$ cat config.mk
export PLATFORM = sky130hd
export DESIGN_NAME = am_atten_mix
export DESIGN_NICKNAME = d
export VERILOG_FILES = /design/src/rtl/am_atten_mix.sv
export SDC_FILE = /design/constraint.sdc
export NUM_CORES = 1
export LEC_CHECK = 0
export ABC_CLOCK_PERIOD_IN_PS = 3800
export CORE_ASPECT_RATIO = 0.7
export CORE_MARGIN = 4
export CORE_UTILIZATION = 52
export DETAILED_ROUTE_END_ITERATION = 10
export PLACE_DENSITY = 0.9
export SYNTH_ARGS = -nofsm -noshare
export SYNTH_HDL_FRONTEND = slang
export SYNTH_SLANG_ARGS = --single-unit
$ cat constraint.sdc
create_clock -name clk -period 3.8 [get_ports clk]
set_input_delay 0.76 -clock clk [delete_from_list [all_inputs] [get_ports clk]]
set_output_delay 0.76 -clock clk [all_outputs]
set_load 0.005 [all_outputs]
$ cat src/rtl/am_atten_mix.sv
// am_atten_mix: three-stage operator attenuation mixer (env + TL + KSL + AM).
// Optional macro AM_FRAME_HOLD_EN freezes am_val once per sample frame.

`ifndef OP_NUM_WIDTH
`define OP_NUM_WIDTH 5
`endif

`ifndef AM_VAL_WIDTH
`define AM_VAL_WIDTH 5
`endif

module am_atten_mix #(
    parameter int unsigned ATT_MAX = 511
) (
    input  logic                     clk,
    input  logic                     rst,
    input  logic                     sample_clk_en,
    input  logic [`OP_NUM_WIDTH-1:0] op_num,
    input  logic                     in_valid,
    input  logic [`AM_VAL_WIDTH-1:0] am_val,
    input  logic                     am_en,
    input  logic [8:0]               env_in,
    input  logic [5:0]               tl,
    input  logic [7:0]               ksl_att,
    output logic                     out_valid,
    output logic [8:0]               att_out,
    output logic [`OP_NUM_WIDTH-1:0] op_num_out,
    output logic                     sat_flag
);

    localparam int OPW = `OP_NUM_WIDTH;
    localparam int AMW = `AM_VAL_WIDTH;

    localparam logic [10:0] ATT_MAX_W = 11'(ATT_MAX);
    localparam logic [8:0]  ATT_MAX_9 = 9'(ATT_MAX);

    // AM depth source seen by stage 1
    logic [AMW-1:0] am_src;

`ifdef AM_FRAME_HOLD_EN
    logic [AMW-1:0] am_hold_q;
    logic [AMW-1:0] am_hold_d;

    // Capture the LFO depth at each frame start
    always_comb begin
        am_hold_d = am_hold_q;
        if (sample_clk_en) begin
            am_hold_d = am_val;
        end
    end

    // Frame-hold register
    always_ff @(posedge clk) begin
        if (rst) begin
            am_hold_q <= '0;
        end else begin
            am_hold_q <= am_hold_d;
        end
    end

    // Slot 0 arrives with the strobe, so it takes the fresh value
    assign am_src = sample_clk_en ? am_val : am_hold_q;
`else
    assign am_src = am_val;
`endif

    // Stage 1 registers
    logic           s1_vld_q, s1_vld_d;
    logic [8:0]     s1_env_q, s1_env_d;
    logic [5:0]     s1_tl_q,  s1_tl_d;
    logic [7:0]     s1_ksl_q, s1_ksl_d;
    logic [AMW-1:0] s1_am_q,  s1_am_d;
    logic [OPW-1:0] s1_op_q,  s1_op_d;

    // Stage 2 registers
    logic           s2_vld_q, s2_vld_d;
    logic [10:0]    s2_sum_q, s2_sum_d;
    logic [OPW-1:0] s2_op_q,  s2_op_d;

    // Stage 3 (output) registers
    logic           s3_vld_q, s3_vld_d;
    logic [8:0]     s3_att_q, s3_att_d;
    logic [OPW-1:0] s3_op_q,  s3_op_d;
    logic           sat_q,    sat_d;

    logic           sat_now;

    // Stage 1: capture operands, gate AM by the operator enable
    always_comb begin
        s1_vld_d = in_valid;
        s1_env_d = s1_env_q;
        s1_tl_d  = s1_tl_q;
        s1_ksl_d = s1_ksl_q;
        s1_am_d  = s1_am_q;
        s1_op_d  = s1_op_q;
        if (in_valid) begin
            s1_env_d = env_in;
            s1_tl_d  = tl;
            s1_ksl_d = ksl_att;
            s1_am_d  = am_en ? am_src : '0;
            s1_op_d  = op_num;
        end
    end

    // Stage 2: full-width sum, wide enough for the worst case of 1044
    always_comb begin
        s2_vld_d = s1_vld_q;
        s2_sum_d = s2_sum_q;
        s2_op_d  = s2_op_q;
        if (s1_vld_q) begin
            s2_sum_d = 11'(s1_env_q)
                     + {3'b000, s1_tl_q, 2'b00}
                     + 11'(s1_ksl_q)
                     + 11'(s1_am_q);
            s2_op_d  = s1_op_q;
        end
    end

    assign sat_now = s2_vld_q && (s2_sum_q > ATT_MAX_W);

    // Stage 3: clamp to ceiling; sticky flag where a new saturation beats the frame clear
    always_comb begin
        s3_vld_d = s2_vld_q;
        s3_att_d = s3_att_q;
        s3_op_d  = s3_op_q;
        sat_d    = sat_q & ~sample_clk_en;
        if (s2_vld_q) begin
            s3_att_d = sat_now ? ATT_MAX_9 : s2_sum_q[8:0];
            s3_op_d  = s2_op_q;
        end
        if (sat_now) begin
            sat_d = 1'b1;
        end
    end

    // Pipeline state; reset drops everything in flight
    always_ff @(posedge clk) begin
        if (rst) begin
            s1_vld_q <= 1'b0;
            s1_env_q <= '0;
            s1_tl_q  <= '0;
            s1_ksl_q <= '0;
            s1_am_q  <= '0;
            s1_op_q  <= '0;
            s2_vld_q <= 1'b0;
            s2_sum_q <= '0;
            s2_op_q  <= '0;
            s3_vld_q <= 1'b0;
            s3_att_q <= '0;
            s3_op_q  <= '0;
            sat_q    <= 1'b0;
        end else begin
            s1_vld_q <= s1_vld_d;
            s1_env_q <= s1_env_d;
            s1_tl_q  <= s1_tl_d;
            s1_ksl_q <= s1_ksl_d;
            s1_am_q  <= s1_am_d;
            s1_op_q  <= s1_op_d;
            s2_vld_q <= s2_vld_d;
            s2_sum_q <= s2_sum_d;
            s2_op_q  <= s2_op_d;
            s3_vld_q <= s3_vld_d;
            s3_att_q <= s3_att_d;
            s3_op_q  <= s3_op_d;
            sat_q    <= sat_d;
        end
    end

    assign out_valid  = s3_vld_q;
    assign att_out    = s3_att_q;
    assign op_num_out = s3_op_q;
    assign sat_flag   = sat_q;

endmodule

==> metrics.md <==
| Metric | Value |
|---|---|
| Synthesized Nets | `about 380` |
| Synth Instances | `321` |
| CTS tree | `built` |
| I/O Buffers | `between 50 and 60` |
| Row count | `23` |
| Ys flop type | `dfxtp_1` |
| Largest net degree at the start of global routing | `73` |
| Critical Path RT | `between 4 and 5 ns` |
| Via count | `around 2300` |
| Cell family with most CP delay | `adder cells` |
| Worst Tran Pin Value | `1.21 ns` |
| Antenna viol nets, final | `0` |
| Max Slew Vio Count | `0` |
| Final worst-path cycle share | `between 80% and 90%` |
| Mux share of post-synthesis cell area | `a little over an eighth` |
| Clk sinks | `67` |
| Ports | `54` |
| Final wirelength | `~5.9 mm` |
| Detailed Route Iter0 Violations | `134` |
| Clk slew on worst S/H paths | `0.07 ns` |
| EDFF count, synth | `0` |
| Placed instance area | `~3600 um^2` |
| Worst Hold Depth | `2` |
| Filler cells | `about 440` |
| ANT cells | `0` |
| Cell mode on critical path | `fa_1` |
| Synth-to-layout area growth | `24.1%` |
| Post-synthesis compound-gate area fraction | `7.96%` |
| Avg Cell Area, Syn | `approximately 9.5 um^2` |
| Postcts setup bufs | `0` |
| Final instance area | `3780 um^2` |
| Die span in x | `99.5 um` |
| Fin Setup TNS | `0 ns` |
| Crit Path Category | `register to register` |
| First-pass GRT wire length | `roughly 10 mm` |
| RSZ-0062 raised after global routing | `no` |
| CTS buffer count | `9` |
| Worst path bufs/invs | `2` |
| Post-detailed-route via-to-cell ratio | `5.05` |
| Nets | `~430` |
| Critical path cell sequence | `inv_1 > fa_1 > inv_1 > fa_1 > ha_1 > fa_1 > a211oi_2 > nor2_1 > or3_1 > a21oi_1` |
| Overflow after GRT | `0` |
| Leak Pwr | `1.61 nW` |
| Crit-path max FO | `3` |
| Total GRT Usage | `between 15 and 20%` |
| Maximum vdd ir drop | `about 0.00027 V` |
| WL/cell | `approximately 13 um` |
| Yosys warning total | `0` |
| Final count of negative-setup-slack endpoints | `0` |
| RD Place Congestion | `between 0.8 and 0.9` |
| Status | `completed` |
| CP Launch Type | `register` |
| Synth Area in Adders | `12.8%` |
| CORE AREA | `5700 um^2` |
| Crit path max-delay cell type | `fa_1` |
| Die Area | `slightly above 7000 um^2` |
| FFs w/ async S/R, synth | `0%` |
| Synth Area in Simple Gates | `between 10% and 20%` |
| DRC Markers | `0` |
| Share of cells above drive strength 1 | `slightly below 6%` |
| Post_cts resized | `0` |
| Fin crit period | `approximately 3.1 ns` |
| Root Driver | `clkbuf_8` |
| Fraction of the yosys area taken by sequential cells | `between 40% and 50%` |
| Post-CTS Hold Buffers | `0` |
| Max Freq | `approximately 0.32 GHz` |
| CTS H-tree lvls | `3` |
| Maxcap violations | `0` |
| Flip-flop and latch area | `approximately 1300 um^2` |
| Worst skew pair latency | `0.35 ns` |
| Netlist cell types | `38` |
| Largest family of logic cells by synthesized area | `simple AND/OR/NAND/NOR gates` |
| Vias in the first global route | `between 2000 and 2500` |
| Crit path largest cell delay | `roughly 0.54 ns` |
| Worst hold path type | `register to register` |
| TritonRoute pass-1 iters | `4` |
| WP depth | `10` |
| XOR/XNOR Fraction of Synth Area | `less than 1%` |
| Clock Skew | `~0.0072 ns` |
| Multi-input gate area | `1510 um^2` |
| Die Height | `~72 um` |
| Yosys reg bits | `67` |
| WP data arrival | `around 3.4 ns` |
| Clock Path Buffers | `2` |
| Power density over the cells | `418 nW/um^2` |
| Crit end category | `register` |
| R2R cell count | `10` |
| Initial Util | `between 50% and 60%` |
| Setup slack, reg-to-reg | `0.68 ns` |
| Hpwl dp | `around 4.2 mm` |
| Initial antenna violation count | `0` |
| Post-Syn Area | `3050 um^2` |
| Hold Vio Cnt, Final | `0` |
| Worst slew margin | `19.1%` |
## sequential cells by signal, summed over array words and instances, names as in the netlist, 5 cells and up
| signal | cells |
|---|---|
| s1_am_q | 5 |
| s2_sum_q | 11 |
| att_out | 9 |
| s1_op_q | 5 |
| s1_ksl_q | 8 |
| s2_op_q | 5 |
| op_num_out | 5 |
| s1_env_q | 9 |
| s1_tl_q | 6 |
## synthesized netlist by cell type (all sizes together), types with 5 or more instances
| master | n | area (um^2) |
|---|---|---|
| a211oi | 7 | 62.6 |
| a21oi | 8 | 40.0 |
| buf | 13 | 62.6 |
| dfxtp | 67 | 1340 |
| fa | 12 | 240 |
| ha | 12 | 150 |
| inv | 33 | 124 |
| mux2i | 41 | 410 |
| nand2 | 5 | 18.8 |
| nand2b | 7 | 43.8 |
| nand3 | 6 | 30.0 |
| nor2 | 68 | 255 |
| nor3 | 11 | 55.1 |
| o21ai | 6 | 30.0 |
## worst reg2reg max path: stages (launching register included)
cell	delay (ns)
dfxtp_1	0.33
inv_1	0.06
fa_1	0.54
inv_1	0.05
fa_1	0.47
ha_1	0.26
fa_1	0.45
a211oi_2	0.32
nor2_1	0.08
or3_1	0.34
a21oi_1	0.13
## power by group
| group | internal (mW) | switching, mW |
|---|---|---|
| registers | 0.738 | 0.0256 |
| logic | 0.120 | 0.116 |
| clock network | 0.317 | 0.265 |
| total | 1.18 | 0.406 |
## metrics by stage
step	total power, mW	hold WS [ns]	setup WS [ns]	cells	util, %
2_1_floorplan	0.928	0.441	0.891	321	-
3_3_place_gp	1.01	0.459	0.790	433	63.0
6_report	1.58	0.479	0.684	449	66.4
3_5_place_dp	1.02	0.462	0.680	433	63.0
5_1_grt	1.66	0.486	0.503	449	66.4
4_1_cts	1.60	0.472	0.663	449	66.4
## kinds of logic after synthesis
group | Yosys count
XOR/XNOR | 1
flip-flops | 67
multiplexers | 41
adder cells (fa/ha/maj) | 24
AO/OA/AOI/OAI | 34
AND/OR/NAND/NOR | 105
buffers and inverters | 49
## final cells by class
| cell class | count | area share [%] |
|---|---|---|
| clock buffer | 11 | 3.74 |
| clock inverter | 5 | 1.39 |
| tap | 75 | 2.48 |
| timing repair buffer | 53 | 13.8 |
| multi-input combinational | 205 | 39.9 |
| sequential | 67 | 35.5 |
| inverter | 33 | 3.27 |
## path summary, 6_finish.rpt
kind / start / end
setup / recovery: s1_env_q[2] / s2_sum_q[6]
hold / removal: att_out[0] / att_out[0]
setup reg to reg: s1_env_q[2] / s2_sum_q[6]
hold reg to reg: att_out[0] / att_out[0]
## cell usage in the layout, fill, tap and decap left out, types with 2 or more instances in the layout
cell type,netlist,routed
fa_1,12,12
o21ai_0,4,4
nand3_1,6,6
ha_1,12,12
clkdlybuf4s50_1,0,51
or3_1,2,2
a211oi_1,5,5
a21oi_1,8,8
nand2_1,5,5
clkbuf_8,0,10
nand2b_1,7,7
buf_2,8,2
a211oi_2,2,2
inv_1,32,32
clkinv_2,0,3
nor2b_1,3,3
dfxtp_1,67,67
nor3_1,11,11
nand3b_1,2,2
nor2_1,68,68
o21ai_1,2,2
mux2i_1,41,41
## metal layers
metal	part of all wire [%]	vias to the layer above	track usage (%)
li1	-	1153	-
met1	46	1050	22.3
met2	47	53	28.2
met3	6.1	10	6.63
met4	1.1	0	5.91
met5	0	-	0
Power figures use the tool's default switching activity.
